[src/rtl/tm1638_pkg.sv]
// Shared constants, state encoding and driver request payload for the TM1638 frame sequencer.
package tm1638_pkg;

  localparam int unsigned IMG_BYTES = 16;
  localparam int unsigned KEY_BYTES = 4;
  localparam int unsigned IMG_AW    = 4;
  localparam int unsigned BYTE_W    = 8;

  localparam logic [7:0] CMD_WRITE_AUTO = 8'h40;
  localparam logic [7:0] CMD_READ_KEYS  = 8'h42;
  localparam logic [7:0] CMD_ADDR0      = 8'hC0;
  localparam logic [7:0] CMD_DISP       = 8'h80;

  localparam logic [2:0] ST_IDLE    = 3'd0;
  localparam logic [2:0] ST_STB_LO  = 3'd1;
  localparam logic [2:0] ST_LATCH   = 3'd2;
  localparam logic [2:0] ST_WAIT    = 3'd3;
  localparam logic [2:0] ST_STB_HI  = 3'd4;
  localparam logic [2:0] ST_PUBLISH = 3'd5;
  localparam logic [2:0] ST_GAP     = 3'd6;

  localparam logic [1:0] TXN_MODE  = 2'd0;
  localparam logic [1:0] TXN_IMAGE = 2'd1;
  localparam logic [1:0] TXN_DISP  = 2'd2;
  localparam logic [1:0] TXN_KEYS  = 2'd3;

  typedef struct packed {
    logic             rw;
    logic [BYTE_W-1:0] data;
  } drv_req_t;

  // Index of the final byte of a transaction (byte 0 is always the command).
  function automatic logic [4:0] txn_last_byte(input logic [1:0] txn);
    case (txn)
      TXN_IMAGE: return 5'(IMG_BYTES);
      TXN_KEYS:  return 5'(KEY_BYTES);
      default:   return 5'd0;
    endcase
  endfunction

endpackage

[src/rtl/tm1638_regfile.sv]
// 16x8 display image: one synchronous write port, one asynchronous read port.
module tm1638_regfile
  import tm1638_pkg::*;
(
  input  logic              clk,
  input  logic              rst_n,
  input  logic              we,
  input  logic [IMG_AW-1:0] waddr,
  input  logic [BYTE_W-1:0] wdata,
  input  logic [IMG_AW-1:0] raddr,
  output logic [BYTE_W-1:0] rdata_c
);

  logic [BYTE_W-1:0] mem [IMG_BYTES];

  always_ff @(posedge clk or negedge rst_n) begin
    if (!rst_n) begin
      for (int unsigned i = 0; i < IMG_BYTES; i++) mem[i] <= '0;
    end else if (we) begin
      mem[waddr] <= wdata;
    end
  end

  assign rdata_c = mem[raddr];

endmodule

[src/rtl/tm1638_ctrl.sv]
// Frame sequencer: loops mode cmd, display RAM burst, display control and key scan
// through the TM1638 byte driver, publishing the 32 key bits once per frame.
module tm1638_ctrl
  import tm1638_pkg::*;
#(
  parameter int unsigned STB_GAP   = 4,
  parameter int unsigned FRAME_GAP = 1024
) (
  input  logic        clk,
  input  logic        rst,
  input  logic        en,
  input  logic        disp_on,
  input  logic [2:0]  bright,
  input  logic        seg_we,
  input  logic [3:0]  seg_addr,
  input  logic [7:0]  seg_wdata,
  output logic [31:0] keys,
  output logic        key_valid,
  output logic        frame_busy,
  output logic        stb,
  output logic        drv_latch,
  output logic        drv_rw,
  output logic [7:0]  drv_wdata,
  input  logic [7:0]  drv_rdata,
  input  logic        drv_busy
);

  localparam int unsigned CNT_MAX = (FRAME_GAP > STB_GAP) ? FRAME_GAP : STB_GAP;
  localparam int unsigned CNT_W   = $clog2(CNT_MAX + 1);

  logic [2:0]       state, state_d;
  logic [CNT_W-1:0] cnt, cnt_d;
  logic [1:0]       txn, txn_d;
  logic [4:0]       byte_idx, byte_d;
  logic             disp_q, disp_d;
  logic [2:0]       bright_q, bright_d;
  logic [31:0]      shadow, shadow_d;
  logic [31:0]      keys_d;
  logic             key_valid_d, frame_busy_d, stb_d, drv_latch_d;
  drv_req_t         req_q, req_d;
  logic [7:0]       img_rdata_c, tx_byte_c;
  logic [1:0]       key_idx_c;

  tm1638_regfile u_img (
    .clk     (clk),
    .rst_n   (rst),
    .we      (seg_we),
    .waddr   (seg_addr),
    .wdata   (seg_wdata),
    .raddr   (4'(byte_idx - 5'd1)),
    .rdata_c (img_rdata_c)
  );

  assign key_idx_c = 2'(byte_idx - 5'd1);
  assign drv_rw    = req_q.rw;
  assign drv_wdata = req_q.data;

  // Byte for the current transaction slot; image bytes follow the 0xC0 address command.
  always_comb begin
    tx_byte_c = 8'h00;
    case (txn)
      TXN_MODE:  tx_byte_c = CMD_WRITE_AUTO;
      TXN_IMAGE: tx_byte_c = (byte_idx == 5'd0) ? CMD_ADDR0 : img_rdata_c;
      TXN_DISP:  tx_byte_c = CMD_DISP | {4'b0000, disp_q, bright_q};
      default:   tx_byte_c = (byte_idx == 5'd0) ? CMD_READ_KEYS : 8'h00;
    endcase
  end

  always_comb begin
    state_d      = state;
    cnt_d        = cnt;
    txn_d        = txn;
    byte_d       = byte_idx;
    disp_d       = disp_q;
    bright_d     = bright_q;
    shadow_d     = shadow;
    keys_d       = keys;
    key_valid_d  = 1'b0;
    frame_busy_d = frame_busy;
    drv_latch_d  = 1'b0;
    req_d        = req_q;
    stb_d        = !(state == ST_STB_LO || state == ST_LATCH || state == ST_WAIT);

    case (state)
      ST_IDLE: begin
        if (en) begin
          state_d      = ST_STB_LO;
          cnt_d        = '0;
          txn_d        = TXN_MODE;
          byte_d       = '0;
          disp_d       = disp_on;
          bright_d     = bright;
          frame_busy_d = 1'b1;
        end
      end
      ST_STB_LO: begin
        if (cnt == CNT_W'(STB_GAP - 1)) state_d = ST_LATCH;
        else                            cnt_d   = cnt + CNT_W'(1);
      end
      ST_LATCH: begin
        drv_latch_d = 1'b1;
        req_d.rw    = !(txn == TXN_KEYS && byte_idx != 5'd0);
        req_d.data  = tx_byte_c;
        cnt_d       = '0;
        state_d     = ST_WAIT;
      end
      // The latch cycle itself is skipped so the driver has time to raise busy.
      ST_WAIT: begin
        if (cnt == '0) begin
          cnt_d = CNT_W'(1);
        end else if (!drv_busy) begin
          if (!req_q.rw) shadow_d[{key_idx_c, 3'b000} +: 8] = drv_rdata;
          if (byte_idx == txn_last_byte(txn)) begin
            state_d = ST_STB_HI;
            cnt_d   = '0;
          end else begin
            byte_d  = byte_idx + 5'd1;
            state_d = ST_LATCH;
          end
        end
      end
      ST_STB_HI: begin
        if (cnt == CNT_W'(STB_GAP - 1)) begin
          cnt_d = '0;
          if (txn == TXN_KEYS) begin
            state_d      = ST_PUBLISH;
            keys_d       = shadow;
            key_valid_d  = 1'b1;
            frame_busy_d = 1'b0;
          end else begin
            txn_d   = txn + 2'd1;
            byte_d  = '0;
            state_d = ST_STB_LO;
          end
        end else begin
          cnt_d = cnt + CNT_W'(1);
        end
      end
      ST_PUBLISH: begin
        cnt_d   = '0;
        state_d = ST_GAP;
      end
      ST_GAP: begin
        if (cnt == CNT_W'(FRAME_GAP - 1)) state_d = ST_IDLE;
        else                              cnt_d   = cnt + CNT_W'(1);
      end
      default: state_d = ST_IDLE;
    endcase
  end

  always_ff @(posedge clk or negedge rst) begin
    if (!rst) begin
      state      <= ST_IDLE;
      cnt        <= '0;
      txn        <= TXN_MODE;
      byte_idx   <= '0;
      disp_q     <= 1'b0;
      bright_q   <= '0;
      shadow     <= '0;
      keys       <= '0;
      key_valid  <= 1'b0;
      frame_busy <= 1'b0;
      stb        <= 1'b1;
      drv_latch  <= 1'b0;
      req_q      <= '{rw: 1'b1, data: 8'h00};
    end else begin
      state      <= state_d;
      cnt        <= cnt_d;
      txn        <= txn_d;
      byte_idx   <= byte_d;
      disp_q     <= disp_d;
      bright_q   <= bright_d;
      shadow     <= shadow_d;
      keys       <= keys_d;
      key_valid  <= key_valid_d;
      frame_busy <= frame_busy_d;
      stb        <= stb_d;
      drv_latch  <= drv_latch_d;
      req_q      <= req_d;
    end
  end

endmodule

[config.mk]
export PLATFORM = sky130hd
export DESIGN_NAME = tm1638_ctrl
export DESIGN_NICKNAME = d
export VERILOG_FILES = /design/src/rtl/tm1638_pkg.sv /design/src/rtl/tm1638_regfile.sv /design/src/rtl/tm1638_ctrl.sv
export SDC_FILE = /design/constraint.sdc
export NUM_CORES = 1
export LEC_CHECK = 0
export CAP_MARGIN = 20
export CORE_ASPECT_RATIO = 1.2
export CORE_UTILIZATION = 53
export CTS_CLUSTER_DIAMETER = 120
export CTS_CLUSTER_SIZE = 10
export DETAILED_ROUTE_END_ITERATION = 8
export GPL_TIMING_DRIVEN = 1
export MAX_ROUTING_LAYER = met4
export PLACE_DENSITY = 0.86
export SYNTH_ARGS = -nofsm -noshare
export SYNTH_HDL_FRONTEND = slang
export SYNTH_SLANG_ARGS = --single-unit
export TNS_END_PERCENT = 100
[constraint.sdc]
create_clock -name clk -period 2.8 [get_ports clk]
set_input_delay 0.56 -clock clk [delete_from_list [all_inputs] [get_ports clk]]
set_output_delay 0.56 -clock clk [all_outputs]
set_load 0.02 [all_outputs]
After elaboration in Yosys (flattened, before gate mapping):

Index checks and enable logic that the tools add are counted.

* input port bits: 29
* output and inout bits: 45
* logic and storage cells: 143
* bits in registers: 230

* reductions and logical operators: 23
* add/sub/neg operators: 5
* bitwise operators: 5
* $lt $le $gt $ge: 3
* multiplexer cells: 50
* shifts and indexed selects: 2
* equal/unequal tests: 25

Operators by type and width (count)
* 128-bit bitwise mux: 1
* 11-bit two-way mux: 7
* 11-bit one-hot mux with 6 select lines: 1
* 5-bit two-way mux: 9
* 8-bit binary-select mux with 4-bit select: 1
* 32-bit bitwise mux: 1
* 8-bit demux with 4-bit select: 1
* 8-bit two-way mux: 4
* 8-bit by 7-bit variable shift with 32-bit output (first input constant): 1
* 8-bit by 7-bit variable part select with 32-bit output: 1
* 3-bit two-way mux: 8
* 8-bit one-hot mux with 3 select lines: 1
* 3-bit one-hot mux with 7 select lines: 1
* 2-bit != test (second input constant): 10
* 5-bit one-hot mux with 3 select lines: 1
* 4-bit AND reduction: 3
* 6-bit AND reduction: 2
* 11-bit by 1-bit adder with 11-bit output (second input constant): 1
* 11-bit by 10-bit == test with 1-bit output (second input constant): 1
* 11-bit by 2-bit == test with 1-bit output (second input constant): 1
* 11-bit zero test: 1
* 5-bit greater-or-equal comparator (second input constant): 2
* 4-bit NOT with 5-bit output: 2
* 5-bit one-hot mux with 2 select lines: 1
* 34 further kinds: 51

Depth between registers and ports, before layout:

Gate-level depths: netlist (run 1).

* word-level depth: 10
* mapped depth: 11
* depth with buffers taken out: 7

Hierarchy:

From an unflattened synthesis (run 1), not the netlist that was laid out.

* cell total of the unflattened synthesis: 882
* area total of the unflattened synthesis: 10575.1 um^2

Modules (own cells, without submodules)
* tm1638_regfile: cells an instance 365, times used 1, seq. area each 3203.1 um^2, area an instance 5870.6 um^2
* tm1638_ctrl: cells an instance 517, times used 1, seq. area each 2555.0 um^2, area an instance 4704.5 um^2

Worst setup path after synthesis (run 1):

Ideal clock, no wire load.

* path kind: register -> register
* start point: reg byte_idx[0]
* end point: reg req_q, in the netlist drv_wdata[3]
* arrival: 2.866 ns
* data required time: 2.672 ns
* path slack: -0.193 ns
* clock period less this slack: 2.993 ns
* cell stages (with the launch flop): 11
* setup time: 0.128 ns
* path buffers: 3
* cells stage by stage: dfrtp_1 -> buf_2 -> buf_2 -> inv_1 -> ha_1 -> xor2_1 -> buf_2 -> mux4_2 -> and2_1 -> o21ai_0 -> a31oi_1

* word-level cells in the longest chain between the ends: 7
* elaborated cells between the ends (all ways): 8
* those cells by class: 1 x add/sub; 5 x mux; 1 x bitwise; 1 x reduce/logical

Ends and longest elaborated chain
* start, declared: line tm1638_ctrl.sv:34 `logic [4:0] byte_idx, byte_d;`
* start signal, assigned: line tm1638_ctrl.sv:170 `byte_idx <= byte_d;`
* 4-bit by 1-bit subtractor with 4-bit output
* 4-bit NOT with 5-bit output (not written as such): line tm1638_regfile.sv:24 `assign rdata_c = mem[raddr];`
* 8-bit binary-select mux with 4-bit select: line tm1638_regfile.sv:24
* 8-bit two-way mux (not written as such) (2 in series): line tm1638_regfile.sv:24
* 8-bit two-way mux (*): line tm1638_ctrl.sv:63 `TXN_IMAGE: tx_byte_c = (byte_idx == 5'd0) ? CMD_ADDR0 : img_rdata_c;`
* 8-bit one-hot mux with 3 select lines (*): line tm1638_ctrl.sv:61 `case (txn)`
* end signal, assigned: line tm1638_ctrl.sv:165 `req_q <= '{rw: 1'b1, data: 8'h00};`
* end signal, assigned: line tm1638_ctrl.sv:179 `req_q <= req_d;`
* end, declared: line tm1638_ctrl.sv:40 `drv_req_t req_q, req_d;`

Mark *: on every way between the ends. The rest lies on a longest branch, timed or not. The select of a mux whose other input is x is not followed.
A chain may end at the register's enable or synchronous reset.

Worst setup path after layout (run 1):

* start point: reg cnt[0]
* end point: reg keys[26]

* word-level cells in the longest chain between the ends: 2

Ends and longest elaborated chain
* start, declared: line tm1638_ctrl.sv:32 `logic [CNT_W-1:0] cnt, cnt_d;`
* start signal, assigned: line tm1638_ctrl.sv:168 `cnt <= cnt_d;`
* 11-bit by 2-bit == test with 1-bit output: line tm1638_ctrl.sv:123 `if (cnt == CNT_W'(STB_GAP - 1)) begin`
* 3-bit AND reduction (no line)
* end signal, assigned: line tm1638_ctrl.sv:174 `keys <= keys_d;`
* end, declared: line tm1638_ctrl.sv:17 `output logic [31:0] keys,`

No other way between the ends.

==> results of run 1 <==
==> power by group <==
part           switching (mW)  total, mW  internal (mW)
Sequential              0.442       4.39           3.95
Clock                    1.28       3.07           1.79
Combinational            1.74       3.26           1.51
Total                    3.46       10.7           7.25
==> per-layer routing <==
| layer | vias up | track usage [%] | wire length [um] |
|---|---|---|---|
| met3 | 60 | 3.586 | 1169 |
| met1 | 3713 | 31.04 | 10020 |
| met4 | 0 | 9.856 | 772 |
| li1 | 3276 | - | - |
| met2 | 233 | 42.35 | 12320 |
| met5 | - | - | 0 |
==> registers in the layout, indices dropped and copies added, names as in the netlist, 2 cells and up <==
| register | flops |
|---|---|
| txn | 2 |
| state | 3 |
| cnt | 11 |
| keys | 32 |
| bright_q | 3 |
| drv_wdata | 8 |
| shadow | 32 |
| u_img.mem | 128 |
| byte_idx | 5 |
==> area by class of cell <==
type	instances	area, um2
multi-input combinational	549	4705
tap	261	326.6
timing repair buffer	109	1081
fill	1433	7003
sequential	230	5759
clock buffer	48	754.5
inverter	16	60.06
==> cell usage in the layout (no fill, tap or decap), types with 6 or more instances in the layout <==
cell,count
dfrtp_1,227
clkdlybuf4s50_1,72
nand3_1,14
a21oi_1,19
o31ai_1,28
inv_1,16
nand2_1,89
nor2_1,20
nand2b_1,16
nand4_1,8
buf_4,30
clkbuf_1,21
clkbuf_16,27
mux4_2,27
mux2_2,168
nor3_1,13
buf_12,6
ha_1,14
o21ai_0,24
or3_1,8
==> logic make-up after synthesis <==
group	count (synthesis)	share of synthesized area (%)
DFF	230	53.80
and+or+nand+nor	207	9.843
muxes	201	23.93
xor gates and xnor gates	7	0.5728
AOI/OAI and AO/OA	120	7.903
adders and majority gates	14	1.637
buffers and inverters	58	2.315
==> per-stage QoR <==
| stage | setup WS (ns) | power [mW] | area [um2] | hold slack [ns] |
|---|---|---|---|---|
| 2_1_floorplan | 0.06279 | 6.533 | 10710 | 0.2644 |
| 3_3_place_gp | 0.3296 | 7.507 | 11930 | 0.4534 |
| 3_5_place_dp | 0.2821 | 7.643 | 11930 | 0.4623 |
| 4_1_cts | 0.2817 | 10.75 | 12690 | 0.05846 |
| 5_1_grt | 0.1277 | 11.24 | 12690 | 0.07992 |
| 6_report | 0.2730 | 10.72 | 12690 | 0.02934 |
==> worst min-delay path by stage <==
| stage | endpoint | start | slack, ns | depth (start not counted) |
|---|---|---|---|---|
| floorplan | bright_q[0] | rst | 0.26 | 0 |
| detailed placement | shadow[14] | shadow[14] | 0.46 | 2 |
| global route | shadow[17] | rst | 0.08 | 1 |
| finish | keys[30] | rst | 0.03 | 1 |
| global placement | shadow[13] | shadow[13] | 0.45 | 2 |
| CTS | shadow[17] | rst | 0.06 | 1 |
==> flow_metrics.py, run 1 <==
metrics = {
    "status": {
        "run_status": "completed",
    },
    "setup_path": {
        "slowest_stage": "or4b_1",
        "cp.arrival_ns": 2.93,
        "ff2ff_setup_slack_ns": 0.27,
        "crit_required_ns": 3.21,
        "cp-start-kind": "register",
        "crit_chain": "ha_1 > or4b_1 > or3_4 > nor3_4 > buf_12 > mux2_2",
        "crit_family": "simple AND/OR/NAND/NOR gates",
        "crit_type": "reg -> reg",
        "path_depth": 6,
        "r2r-end": "keys[26]",
        "worstPathMaxFanout": 32,
        "critPathLaunch": "cnt[0]",
        "crit_path_end_kind": "register",
        "rr_startpoint": "cnt[0]",
        "setup.worst_path.end": "keys[26]",
        "slowest_delay_ns": 0.53,
        "reg2regPathDepth": 6,
        "critical_path_buf_inv_count": 1,
    },
    "floorplanning": {
        "rows": 56,
        "start_util_pct": 54.36,
        "io_pins": 74,
        "dieArea_um2": 20770,
        "die_x_um": 131.7,
        "core_area_um2": 19690,
        "die_height_um": 157.7,
    },
    "cts": {
        "tritoncts": "built",
        "clkTransAtPathRegs_ns": 0.06,
        "ctsResizeCount": 0,
        "ctsRootBufferMaster": "clkbuf_16",
        "cts_max_level": 1,
        "cts_hold_buffers": 0,
        "clk_path_buf_depth": 3,
        "worstSkewPairLatency_ns": 0.53,
        "cts_sinks": 230,
        "postCtsSetupRepairBufs": 0,
        "cts_inserted_buffers": 26,
    },
    "cells_and_area": {
        "drive_above_1_share_pct": 28.99,
        "nets": 975,
        "final_core_utilization_pct": 64.43,
        "final_cell_count_no_fill": 1213,
        "n_antenna_cell": 0,
        "area_delta_synth_final_pct": 18.53,
    },
    "routing": {
        "dr_total_vias": 7282,
        "drt_iter0_markers": 478,
        "viasPerCell": 6.003,
        "wl_um": 24270,
        "avgRoutedWirePerCell_um": 20.01,
        "drtPass1Iterations": 5,
        "drc": 0,
        "antenna_left": 0,
    },
    "grt": {
        "grt_pass1_wl_um": 39850,
        "grt_use_total_pct": 25.19,
        "grt_pass1_vias": 7580,
        "grt-ovfl-total": 0,
        "antenna_found_initial": 0,
        "grt_start_max_net_pins": 86,
    },
    "sta": {
        "drv_slew": 0,
        "finClkSkew_ns": 0.007956,
        "timing.final.crit_share_pct": 90.25,
        "clock.fmax_ghz": 0.3957,
        "fin_tns_setup_ns": 0,
        "layout_min_cycle_time_ns": 2.527,
        "rsz0062_at_grt": "no",
        "maxSlewHeadroom_pct": 45.85,
        "setup_viol_count_final": 0,
        "tightest_slew_ns": 0.8055,
        "hold_viol": 0,
    },
    "synthesis": {
        "synth_seq_area_share_pct": 53.80,
        "yosys.cell_count.top_type": "dfrtp_1",
        "yosysTopAreaCell": "dfrtp_1",
        "postSynthCellCount": 837,
        "synth_area_um2": 10700,
        "postSynthNetCount": 880,
        "yosysTopAreaCellShare_pct": 53.31,
        "async_flop_share_pct": 100.0,
        "ys_top_cells_by_area": "dfrtp_1, mux2_2, mux4_2, nand2_1, o31ai_1",
        "synth_edf_count": 0,
        "synth.distinct_cells": 65,
        "synth_warnings": 0,
        "synth_area_per_cell_um2": 12.79,
        "ys_ff_latch": 230,
        "ys.flop_type": "dfrtp_1",
        "synthTopCellsByCount": "dfrtp_1, mux2_2, nand2_1",
    },
    "placed_design": {
        "dp_cells": 1165,
        "gp_congestion": 0.8831,
        "hpwlAfterDp_um": 16360,
        "portBuffers": 73,
    },
    "pwr": {
        "p_per_area_nw_per_um2": 844.6,
        "leakage_nw": 5.491,
        "ir_drop_mv": 0.5809,
    },
    "min_path": {
        "hold_class": "in -> async",
    },
    "flow_run": {
        "cap_viol_max_count": 0,
    },
}
No activity file was read; power rests on OpenSTA's default activity.
==> run 2: changes to the inputs <==
CORE_MARGIN = 2   (was default)
SETUP_SLACK_MARGIN = 0.05   (was default)
==> flow_metrics.py, run 2 (same netlist as run 1, synthesis figures left out) <==
metrics = {
    "status": {
        "run_status": "completed",
    },
    "cts": {
        "cts_hold_buffers": 0,
        "worstSkewPairLatency_ns": 0.52,
        "cts_sinks": 230,
        "clk_path_buf_depth": 3,
        "tritoncts": "built",
        "ctsRootBufferMaster": "clkbuf_16",
        "cts_inserted_buffers": 26,
        "cts_max_level": 1,
        "clkTransAtPathRegs_ns": 0.05,
    },
    "floorplanning": {
        "dieArea_um2": 21350,
        "start_util_pct": 54.36,
        "die_height_um": 159.7,
        "die_x_um": 133.7,
        "rows": 56,
        "core_area_um2": 19690,
        "io_pins": 74,
    },
    "sta": {
        "layout_min_cycle_time_ns": 2.507,
        "finClkSkew_ns": 0.01498,
        "hold_viol": 0,
        "tightest_slew_ns": 0.7589,
        "maxSlewHeadroom_pct": 48.99,
        "drv_slew": 0,
        "rsz0062_at_grt": "no",
        "setup_viol_count_final": 0,
        "timing.final.crit_share_pct": 89.53,
        "fin_tns_setup_ns": 0,
        "clock.fmax_ghz": 0.3989,
    },
    "min_path": {
        "hold_class": "in -> async",
    },
    "setup_path": {
        "crit_path_end_kind": "register",
        "ff2ff_setup_slack_ns": 0.29,
        "worstPathMaxFanout": 13,
        "crit_required_ns": 3.19,
        "r2r-end": "drv_wdata[2]",
        "rr_startpoint": "byte_idx[1]",
        "cp-start-kind": "register",
        "crit_type": "reg -> reg",
        "cp.arrival_ns": 2.90,
        "reg2regPathDepth": 8,
    },
    "routing": {
        "drtPass1Iterations": 5,
        "antenna_left": 0,
        "avgRoutedWirePerCell_um": 20.30,
        "viasPerCell": 6.062,
        "dr_total_vias": 7287,
        "wl_um": 24410,
        "drc": 0,
        "drt_iter0_markers": 595,
    },
    "placed_design": {
        "hpwlAfterDp_um": 16350,
        "portBuffers": 73,
        "post_dp_cell_area_um2": 11920,
        "gp_congestion": 0.8806,
    },
    "grt": {
        "grt_use_total_pct": 24.21,
        "grt_pass1_vias": 7635,
        "antenna_found_initial": 0,
        "grt_pass1_wl_um": 40210,
        "grt-ovfl-total": 0,
        "grt_start_max_net_pins": 88,
    },
    "cells_and_area": {
        "final_common_cell": "dfrtp_1",
        "area_delta_synth_final_pct": 18.04,
        "top_regs": "u_img.mem (128), keys (32), shadow (32)",
        "nets": 975,
        "largest_register_ffs": 128,
        "final_core_utilization_pct": 64.17,
        "final_cell_area_um2": 12630,
        "n_antenna_cell": 0,
        "largest_register": "u_img.mem",
        "drive_above_1_share_pct": 29.33,
        "final_cell_mix": "dfrtp_1, mux2_2, nand2_1",
    },
    "pwr": {
        "ir_drop_mv": 0.5370,
        "leakage_nw": 5.472,
        "p_per_area_nw_per_um2": 841.1,
    },
    "flow_run": {
        "cap_viol_max_count": 0,
    },
}
[run 2: critical path, stage by stage (launching register included)]
cell and delay, ns:
dfrtp_1 0.45, inv_1 0.13, ha_1 0.47, buf_4 0.30, mux4_2 0.32, nand2_1 0.10, nand2_1 0.14, a221oi_1 0.35
a21oi_1 0.11
[run 2: area by class of cell]
cell class / count / area (um2)
clock buffer: 37 / 713.2
inverter: 16 / 60.06
sequential: 230 / 5759
multi-input combinational: 549 / 4706
fill: 1460 / 7056
timing repair buffer: 109 / 1069
tap: 261 / 326.6
[run 2: worst max path at each step]
| stage | startpoint | to | slack [ns] |
|---|---|---|---|
| after CTS | cnt[0] | keys[7] | 0.29 |
| after detailed placement | seg_we | u_img.mem[63] | 0.30 |
| after global placement | drv_busy | cnt[0] | 0.32 |
| final | byte_idx[1] | drv_wdata[2] | 0.29 |
| after global routing | state[1] | shadow[1] | 0.10 |
| after floorplan | byte_idx[0] | drv_wdata[3] | 0.06 |
[run 2: repair_timing]
| action | 4_1_cts | 5_1_grt |
|---|---|---|
| endpoints found under the setup margin | 0 | 1 |
| resized for setup | 0 | 1 |
| buffers inserted | 0 | 0 |
[run 2: power by group]
| group | leakage [nW] | total, mW | internal (mW) | switching [mW] |
|---|---|---|---|---|
| Combinational | 2.17 | 3.29 | 1.51 | 1.78 |
| Clock | 0.345 | 2.96 | 1.73 | 1.22 |
| Sequential | 2.95 | 4.38 | 3.95 | 0.433 |
[run 2: metal layers]
layer  part of all wire, %  global-route usage [%]
met2                    51                   40.02
met4                   3.0                   7.930
met1                    41                   30.91
met5                     0                       -
met3                   4.8                   3.460
[run 2: per-stage QoR]
stage / setup WS [ns] / total power [mW] / hold slack, ns / cells
finish: 0.2931 / 10.63 / 0.07599 / 1202
floorplan: 0.06279 / 6.533 / 0.2644 / 837
CTS: 0.2889 / 10.66 / 0.08308 / 1202
global placement: 0.3177 / 7.504 / 0.4531 / 1165
detailed placement: 0.3020 / 7.655 / 0.4623 / 1165
global route: 0.1023 / 11.18 / 0.1179 / 1202
